**src/rtl/pong_vga_render.sv**
```systemverilog
// Pong video back end: VGA raster timing, once-per-frame coordinate shadowing,
// and ball/paddle rendering over a black background.
`timescale 1ns/1ps
module pong_vga_render #(
    parameter int unsigned BALL_SIZE = 8,
    parameter int unsigned PAD_W     = 8,
    parameter int unsigned PAD_H     = 48,
    parameter int unsigned H_ACTIVE  = 640,
    parameter int unsigned H_FP      = 16,
    parameter int unsigned H_SYNC    = 96,
    parameter int unsigned H_BP      = 48,
    parameter int unsigned V_ACTIVE  = 480,
    parameter int unsigned V_FP      = 10,
    parameter int unsigned V_SYNC    = 2,
    parameter int unsigned V_BP      = 33
) (
    input  logic       clk_clk,
    input  logic       reset_reset,
    input  logic [9:0] bx_in,
    input  logic [9:0] by_in,
    input  logic [9:0] p1x_in,
    input  logic [9:0] p1y_in,
    input  logic [9:0] p2x_in,
    input  logic [9:0] p2y_in,
    output logic       busy,
    output logic       frame_tick,
    output logic       vga_hs,
    output logic       vga_vs,
    output logic       vga_blank_n,
    output logic [3:0] vga_r,
    output logic [3:0] vga_g,
    output logic [3:0] vga_b
);

    localparam int unsigned CW       = 10;
    localparam int unsigned SW       = 11;
    localparam int unsigned H_TOTAL  = H_ACTIVE + H_FP + H_SYNC + H_BP;
    localparam int unsigned V_TOTAL  = V_ACTIVE + V_FP + V_SYNC + V_BP;
    localparam int unsigned HS_START = H_ACTIVE + H_FP;
    localparam int unsigned HS_END   = HS_START + H_SYNC;
    localparam int unsigned VS_START = V_ACTIVE + V_FP;
    localparam int unsigned VS_END   = VS_START + V_SYNC;

    logic          pix_en;
    logic [CW-1:0] hcnt;
    logic [CW-1:0] vcnt;
    logic [CW-1:0] bx, by, p1x, p1y, p2x, p2y;

    logic          h_last;
    logic          v_last;
    logic          active;
    logic          hs_next;
    logic          vs_next;
    logic          ball_hit;
    logic          p1_hit;
    logic          p2_hit;
    logic [3:0]    r_next;
    logic [3:0]    g_next;
    logic [3:0]    b_next;

    // Half-open interval test in 11 bits so origins near 1023 cannot wrap to 0.
    function automatic logic in_span(input logic [CW-1:0] pos,
                                     input logic [CW-1:0] org,
                                     input logic [SW-1:0] len);
        logic [SW-1:0] p;
        logic [SW-1:0] o;
        p = {1'b0, pos};
        o = {1'b0, org};
        return (o <= p) && (p < (o + len));
    endfunction

    always_comb begin
        h_last   = (hcnt == CW'(H_TOTAL - 1));
        v_last   = (vcnt == CW'(V_TOTAL - 1));
        active   = (hcnt < CW'(H_ACTIVE)) && (vcnt < CW'(V_ACTIVE));
        hs_next  = !((hcnt >= CW'(HS_START)) && (hcnt < CW'(HS_END)));
        vs_next  = !((vcnt >= CW'(VS_START)) && (vcnt < CW'(VS_END)));
        ball_hit = in_span(hcnt, bx, SW'(BALL_SIZE)) && in_span(vcnt, by, SW'(BALL_SIZE));
        p1_hit   = in_span(hcnt, p1x, SW'(PAD_W)) && in_span(vcnt, p1y, SW'(PAD_H));
        p2_hit   = in_span(hcnt, p2x, SW'(PAD_W)) && in_span(vcnt, p2y, SW'(PAD_H));
    end

    // Colour priority: ball over paddle 1 over paddle 2 over black.
    always_comb begin
        r_next = 4'h0;
        g_next = 4'h0;
        b_next = 4'h0;
        if (active) begin
            if (ball_hit) begin
                r_next = 4'hF;
                g_next = 4'hF;
                b_next = 4'hF;
            end else if (p1_hit) begin
                g_next = 4'hF;
            end else if (p2_hit) begin
                b_next = 4'hF;
            end
        end
    end

    always_ff @(posedge clk_clk) begin
        if (reset_reset) begin
            pix_en      <= 1'b0;
            hcnt        <= '0;
            vcnt        <= '0;
            bx          <= '0;
            by          <= '0;
            p1x         <= '0;
            p1y         <= '0;
            p2x         <= '0;
            p2y         <= '0;
            busy        <= 1'b1;
            frame_tick  <= 1'b0;
            vga_hs      <= 1'b1;
            vga_vs      <= 1'b1;
            vga_blank_n <= 1'b0;
            vga_r       <= 4'h0;
            vga_g       <= 4'h0;
            vga_b       <= 4'h0;
        end else begin
            pix_en     <= ~pix_en;
            frame_tick <= 1'b0;
            if (pix_en) begin
                if (h_last) begin
                    hcnt <= '0;
                    vcnt <= v_last ? '0 : vcnt + CW'(1);
                end else begin
                    hcnt <= hcnt + CW'(1);
                end
                // Last pixel of the frame: latch coordinates for the next frame.
                if (h_last && v_last) begin
                    bx         <= bx_in;
                    by         <= by_in;
                    p1x        <= p1x_in;
                    p1y        <= p1y_in;
                    p2x        <= p2x_in;
                    p2y        <= p2y_in;
                    frame_tick <= 1'b1;
                end
                busy        <= (vcnt < CW'(V_ACTIVE));
                vga_hs      <= hs_next;
                vga_vs      <= vs_next;
                vga_blank_n <= active;
                vga_r       <= r_next;
                vga_g       <= g_next;
                vga_b       <= b_next;
            end
        end
    end

endmodule

```
**config.mk**
```make
export PLATFORM = sky130hd
export DESIGN_NAME = pong_vga_render
export DESIGN_NICKNAME = d
export VERILOG_FILES = /design/src/rtl/pong_vga_render.sv
export SDC_FILE = /design/constraint.sdc
export NUM_CORES = 1
export LEC_CHECK = 0
export ABC_AREA = 1
export CAP_MARGIN = 20
export CORE_ASPECT_RATIO = 1.2
export CORE_MARGIN = 5
export CORE_UTILIZATION = 48
export CTS_BUF_LIST = sky130_fd_sc_hd__clkbuf_4
export DETAILED_ROUTE_END_ITERATION = 6
export GPL_TIMING_DRIVEN = 0
export HOLD_SLACK_MARGIN = 0.12
export PLACE_DENSITY = 0.72
export SKIP_LAST_GASP = 1
export SYNTH_ARGS = -nofsm -noshare
export SYNTH_HDL_FRONTEND = slang
export SYNTH_SLANG_ARGS = --single-unit
```
**constraint.sdc**
```tcl
create_clock -name clk_clk -period 2.81 [get_ports clk_clk]
set_clock_uncertainty 0.1 [all_clocks]
set_input_delay 0.4215 -clock clk_clk [delete_from_list [all_inputs] [get_ports clk_clk]]
set_output_delay 0.4215 -clock clk_clk [all_outputs]
set_load 0.005 [all_outputs]
```
==> results of run 1 <==
==> logic make-up (layout without fill, tap and decap cells) <==
family | after synthesis | count (layout) | share of synthesized area, %
DFF | 89 | 89 | 26.4
other | 0 | 2 | 0
xor gates and xnor gates | 32 | 32 | 4.16
adders and majority gates | 131 | 131 | 24.3
buffers and inverters | 138 | 232 | 8.43
and+or+nand+nor | 410 | 410 | 25.1
AOI/OAI and AO/OA | 135 | 135 | 11.6
==> synth_stat cells (4+ instances only) <==
master and instances:
xor2_1 28, nand3_1 43, ha_1 131, clkbuf_1 5, a22o_1 10, dfxtp_1 89
a21o_1 7, o21bai_1 5, inv_2 5, nand4_1 12, a21oi_1 44, o21a_1 4
nand2_1 249, nor3_1 7, nor4_1 6, o21ai_0 58, inv_1 110, xnor2_1 4
buf_4 9, nor3b_1 5, nor2_1 83, buf_2 7
==> worst max-delay path, stage by stage, from the launching register on <==
cell	delay [ns]
dfxtp_1	0.44
inv_1	0.28
ha_1	0.24
nand3_1	0.11
nor3_1	0.26
nand3_1	0.11
clkinv_1	0.15
clkbuf_1	0.55
nand2_1	0.12
o21ai_0	0.12
==> path summary, 6_finish.rpt <==
check	startpoint	to	cells past startpoint
hold / removal	p1x_in[8]	p1x[8]$_SDFFE_PP0P_	3
setup / recovery	vcnt[0]$_SDFFE_PP0P_	by[3]$_SDFFE_PP0P_	9
hold reg to reg	vga_hs$_SDFFE_PP1P_	vga_hs$_SDFFE_PP1P_	2
setup reg to reg	vcnt[0]$_SDFFE_PP0P_	by[3]$_SDFFE_PP0P_	9
==> state kept, by name, summed over array words and instances (netlist names), 10 cells and up <==
| signal | flops |
|---|---|
| hcnt | 10 |
| p2x | 10 |
| bx | 10 |
| p2y | 10 |
| vcnt | 10 |
| p1y | 10 |
| p1x | 10 |
| by | 10 |
==> layer usage <==
metal  wire length, um  vias to the layer above
li1                  -                     3232
met1              7780                     2787
met2              8640                      152
met3               751                       35
met4               682                        0
met5                 0                        -
==> report_power, final <==
part | internal [uW] | switching (uW) | leakage, uW | total [uW]
clock network | 172 | 479 | 0.0000582 | 651
logic | 162 | 98.4 | 0.00284 | 260
registers | 1270 | 18.7 | 0.000718 | 1290
==> metrics by stage <==
| step | area, um^2 | utilization, % | cells | power (uW) | hold WS, ns |
|---|---|---|---|---|---|
| 2_1_floorplan | 6740 | - | 935 | 1410 | 0.366 |
| 3_3_place_gp | 7730 | 56.2 | 1184 | 1580 | 0.370 |
| 3_5_place_dp | 7730 | 56.2 | 1184 | 1580 | 0.380 |
| 4_1_cts | 7840 | 56.9 | 1200 | 2220 | 0.354 |
| 5_1_grt | 7840 | 57.0 | 1202 | 2290 | 0.374 |
| 6_report | 7840 | 57.0 | 1202 | 2200 | 0.372 |
==> area by class of cell <==
type                    instances  area, um^2
fillers                      1347        5920
multi-input cells             708        4390
flip-flops and latches         89        1780
repair buffers                 78         781
inverters                     116         435
well taps                     171         214
plain buffers                  22         133
clock buffers                   9        67.6
clock inverters                 7        37.5
diodes                          2        5.00
==> metrics.cfg, run 1 <==
[outcome]
status=finished clean

[critical_path]
crit_type=flip-flop to flip-flop
startpoint_type=flip-flop
end_kind=flip-flop
rrSetupSlack_ns=0.25
cp.required_ns=3.10
crit_arrival_ns=2.85
crit_fanout=10

[clocking]
post_cts_buffers=0
insertion_delay_ns=0.49
cts-buffers-inserted=9
htree_levels=3
clk_pin_slew_worst_paths_ns=0.15
cts_buffer_depth=2
root_buffer=clkbuf_4
cts_tree=built
cts-hold-fix-buffers=0
clkSinkCount=89
cts_resized=0

[detailed_routing]
routed_wirelength_um=17800
post_drt_wl_per_cell_um=14.8
vias=6206
drtAntennaViolNets=0
drtIter0Drc=354
drtPass1Iterations=5
vias_per_cell=5.16
drc=0

[die]
coreArea_um2=13800
io_pins=79
core.rowCount=47
die_w_um=118
initial_core_util_pct=49.0
die-area_um2=16500
die_y_um=140

[placement]
dp_hpwl_um=14100
gp_congestion=0.934
place_ws_ns=0.247
io_buffers=78

[timing]
fmax_ghz=0.391
slew-limit-headroom_pct=54.3
tns_ns=0
setup_slack_ns=0.250
fin_crit_sh_pct=91.1
final_max_slew_viol_count=0
finalHoldViolCount=0
period_minus_slack_ns=2.56
setup-violations-final=0
rsz0062_at_grt=no
worst_pin_slew_ns=0.686

[synthesis]
syn_area_um2=6740
postSynthAreaPerCell_um2=7.20
synth_seq_cells=89
synth_edf_count=0
ys_types=36
syn_inst=935
synth_flop_cell=dfxtp_1
post-synth-top-area-cell=dfxtp_1
synth_warnings=0
async_reset_ff_share_pct=0
synthTopCellsByArea=dfxtp_1, ha_1, nand2_1
ys_seq_area_share_pct=26.4
netlist.area_leader.share_pct=26.4
syn-num-nets=1128

[layout]
final_cell_mix=nand2_1, ha_1, inv_1, dfxtp_1, nor2_1
nNetsFinal=1217
syn_to_final_growth_pct=16.4
final_common_cell=nand2_1
drive_above_1_share_pct=3.89

[flow_run]
cap_violations=0

[global_route]
grt_max_degree=15
grt_pass1_vias=5951
met1_usage_pct=26.8
antenna_found_initial=1
grt_overflow=0
busiest_layer=met2
met2_usage_pct=38.4
use_met3_pct=2.84
grt.total_usage_pct=22.0
grt_pass1_wl_um=29300

[power]
p_per_area_nw_per_um2=281
leakagePower_uw=0.00362
peakVddDrop_v=0.000185

[hold_path]
hp-class=primary input to flip-flop

Note: power is estimated with default switching activity, not from simulation.
==> inputs of run 2 (changes only) <==
--- a/config.mk
+++ b/config.mk
@@ -7,14 +7,15 @@
 export LEC_CHECK = 0
 export ABC_AREA = 1
 export CAP_MARGIN = 20
+export CELL_PAD_IN_SITES_DETAIL_PLACEMENT = 0
+export CELL_PAD_IN_SITES_GLOBAL_PLACEMENT = 1
 export CORE_ASPECT_RATIO = 1.2
 export CORE_MARGIN = 5
-export CORE_UTILIZATION = 48
-export CTS_BUF_LIST = sky130_fd_sc_hd__clkbuf_4
+export CORE_UTILIZATION = 42
 export DETAILED_ROUTE_END_ITERATION = 6
 export GPL_TIMING_DRIVEN = 0
 export HOLD_SLACK_MARGIN = 0.12
-export PLACE_DENSITY = 0.72
+export PLACE_DENSITY = 0.84
 export SKIP_LAST_GASP = 1
 export SYNTH_ARGS = -nofsm -noshare
 export SYNTH_HDL_FRONTEND = slang
==> run 2 against run 1 <==
Effect of this change: via count down 0.95%; flip-flop and latch count unchanged; total power increased by 24%; setup slack improved by 0.038 ns; largest power group unchanged; clock power up 80%; register-to-register slack improved by 0.04 ns; critical path depth unchanged; largest cell class unchanged; hold slack improved by 0.018 ns; routed wire length up 6.2%; clock-buffer cell count is 3 higher; critical path type unchanged; non-clock buffer count stayed put; design area grew 2.7%.
==> metrics.cfg, run 2 (synthesis gave the netlist of run 1 again) <==
[outcome]
status=finished clean  ; unchanged

[power]
clock_power_share_pct=43.0  ; was 29.6%
p_comb_share_pct=9.6  ; was 11.8%
peakVddDrop_v=0.000253  ; was 0.000185 V
p_int_uw=2060  ; was 1610 uW
swShare_pct=24.6  ; was 27.1%
seq_power_share_pct=47.3  ; was 58.6%
switching_power_uw=671  ; was 597 uW
leakagePower_uw=0.00369  ; was 0.00362 uW
p_per_area_nw_per_um2=339  ; was 281 nW/um^2

[critical_path]
worstReg2RegEnd=by[0]$_SDFFE_PP0P_  ; was by[3]$_SDFFE_PP0P_
crit_fanout=10  ; unchanged
path_delay_family=buffers and inverters  ; unchanged
path_buf_inv=3  ; unchanged
cp.depth=9  ; unchanged
crit_start=vcnt[0]$_SDFFE_PP0P_  ; unchanged
endpoint=by[0]$_SDFFE_PP0P_  ; was by[3]$_SDFFE_PP0P_
rrSetupSlack_ns=0.29  ; was 0.25 ns
startpoint_type=flip-flop  ; unchanged
cpMostUsedCell=nand3_1  ; unchanged
r2r-start=vcnt[0]$_SDFFE_PP0P_  ; unchanged
crit_chain=inv_1 -> ha_1 -> nand3_1 -> nor3_1 -> nand3_1 -> clkinv_1 -> clkbuf_1 -> nand2_1 -> o21ai_0  ; unchanged
end_kind=flip-flop  ; unchanged
crit_type=flip-flop to flip-flop  ; unchanged
cp_slowest_cell=clkbuf_1  ; unchanged
cp.required_ns=3.00  ; was 3.10 ns
worstRegToRegCells=9  ; unchanged
crit_path_max_incr_delay_ns=0.53  ; was 0.55 ns
crit_arrival_ns=2.71  ; was 2.85 ns

[timing]
worst_pin_slew_ns=0.672  ; was 0.686 ns
fin_crit_sh_pct=89.8  ; was 91.1%
slew-limit-headroom_pct=55.2  ; was 54.3%
setup-violations-final=0  ; unchanged
tns_ns=0  ; unchanged
period_minus_slack_ns=2.52  ; was 2.56 ns
rsz0062_at_grt=no  ; unchanged
fmax_ghz=0.396  ; was 0.391 GHz
final_max_slew_viol_count=0  ; unchanged
finalHoldViolCount=0  ; unchanged

[layout]
syn_to_final_growth_pct=19.5  ; was 16.4%
antennaDiodeCount=0  ; was 2
finalInstanceArea_um2=8050  ; was 7840 um^2
final_cell_mix=nand2_1, ha_1, inv_1, dfxtp_1, nor2_1  ; unchanged
nNetsFinal=1217  ; unchanged
final_common_cell=nand2_1  ; unchanged
drive_above_1_share_pct=3.98  ; was 3.89%
nFillCells=1612  ; was 1347

[detailed_routing]
highest_layer=met4  ; unchanged
wl_met3_um=768  ; was 751 um
drtAntennaViolNets=0  ; unchanged
drc=0  ; unchanged
wl_met2_um=9200  ; was 8640 um
post_drt_wl_per_cell_um=15.3  ; was 14.8 um
routed_wirelength_um=19000  ; was 17800 um
drtIter0Drc=289  ; was 354
vias_per_cell=4.97  ; was 5.16
met1_length_um=8450  ; was 7780 um
vias=6147  ; was 6206
drtPass1Iterations=4  ; was 5

[flow_run]
cap_violations=0  ; unchanged

[die]
core.rowCount=50  ; was 47
die-area_um2=18700  ; was 16500 um^2
die_y_um=149  ; was 140 um
die_w_um=126  ; was 118 um
coreArea_um2=15700  ; was 13800 um^2
io_pins=79  ; unchanged
initial_core_util_pct=42.9  ; was 49.0%

[clocking]
cts_tree=built  ; unchanged
insertion_delay_ns=0.36  ; was 0.49 ns
cts_buffer_depth=2  ; unchanged
cts-buffers-inserted=9  ; unchanged
root_buffer=clkbuf_16  ; was clkbuf_4
cts_resized=0  ; unchanged
clkSinkCount=89  ; unchanged
post_cts_buffers=0  ; unchanged
clk_pin_slew_worst_paths_ns=0.07  ; was 0.15 ns
htree_levels=3  ; unchanged
cts-hold-fix-buffers=0  ; unchanged

[global_route]
grt_pass1_vias=5872  ; was 5951
grt_pass1_wl_um=30300  ; was 29300 um
grt.total_usage_pct=20.6  ; was 22.0%
grt_max_degree=15  ; unchanged
antenna_found_initial=0  ; was 1
grt_overflow=0  ; unchanged

[hold_path]
whs_path_depth=2  ; was 3
hp-class=flip-flop to flip-flop  ; was primary input to flip-flop

[placement]
dpl-instance-area_um2=7780  ; was 7730 um^2
io_buffers=78  ; unchanged
gp_congestion=0.897  ; was 0.934
dp_hpwl_um=14900  ; was 14100 um

[run 2: changes by cell type in the layout (fill, tap and decap cells not counted), moves of 2 or more]
cell       change
clkbuf_16      +9
clkbuf_4       -9
clkinv_1       -3
clkbuf_1       +2
diode_2        -2
[run 2: tightest hold or removal path: stages (launching register included)]
cell     delay, ns
dfxtp_1       0.31
nor2_1        0.09
nor2_1        0.05
[run 2: area by class of cell]
| class | instances | area, um^2 | share of cell area [%] |
|---|---|---|---|
| multi-input cells | 708 | 4390 | 54.5 |
| inverters | 116 | 435 | 5.41 |
| flip-flops and latches | 89 | 1780 | 22.1 |
| clock buffers | 12 | 246 | 3.06 |
| repair buffers | 78 | 781 | 9.70 |
| clock inverters | 4 | 28.8 | 0.357 |
| plain buffers | 22 | 133 | 1.65 |
| well taps | 208 | 260 | 3.23 |
[run 2: worst min path at each step]
stage / from / end / slack [ns]
after floorplan: bx[9]$_SDFFE_PP0P_ / bx[9]$_SDFFE_PP0P_ / 0.37
after global placement: vga_hs$_SDFFE_PP1P_ / vga_hs$_SDFFE_PP1P_ / 0.37
after detailed placement: vga_hs$_SDFFE_PP1P_ / vga_hs$_SDFFE_PP1P_ / 0.38
after CTS: vga_hs$_SDFFE_PP1P_ / vga_hs$_SDFFE_PP1P_ / 0.39
after global routing: busy$_SDFFE_PP1P_ / busy$_SDFFE_PP1P_ / 0.42
final: vga_hs$_SDFFE_PP1P_ / vga_hs$_SDFFE_PP1P_ / 0.39
[run 2: routing by layer]
layer	GRT usage, %	vias to the layer above
li1	-	3221
met1	25.0	2774
met2	36.0	119
met3	3.19	33
met4	8.73	0
met5	0	-
[run 2: power groups by stage]
stage	Sequential, uW	Clock, uW	Combinational (uW)
after floorplan	1310	0	97.7
after global placement	1320	0	264
after detailed placement	1320	0	265
after CTS	1290	1190	266
after global routing	1290	1250	285
final	1290	1170	263
[run 2: stage by stage]
stage	total power (uW)	util (%)	std cells	hold slack (ns)	setup WS (ns)
after floorplan	1410	-	935	0.366	0.745
after global placement	1580	49.5	1221	0.372	0.229
after detailed placement	1590	49.5	1221	0.379	0.223
after CTS	2750	51.3	1237	0.392	0.302
after global routing	2830	51.3	1237	0.422	0.0745
final	2730	51.3	1237	0.390	0.288
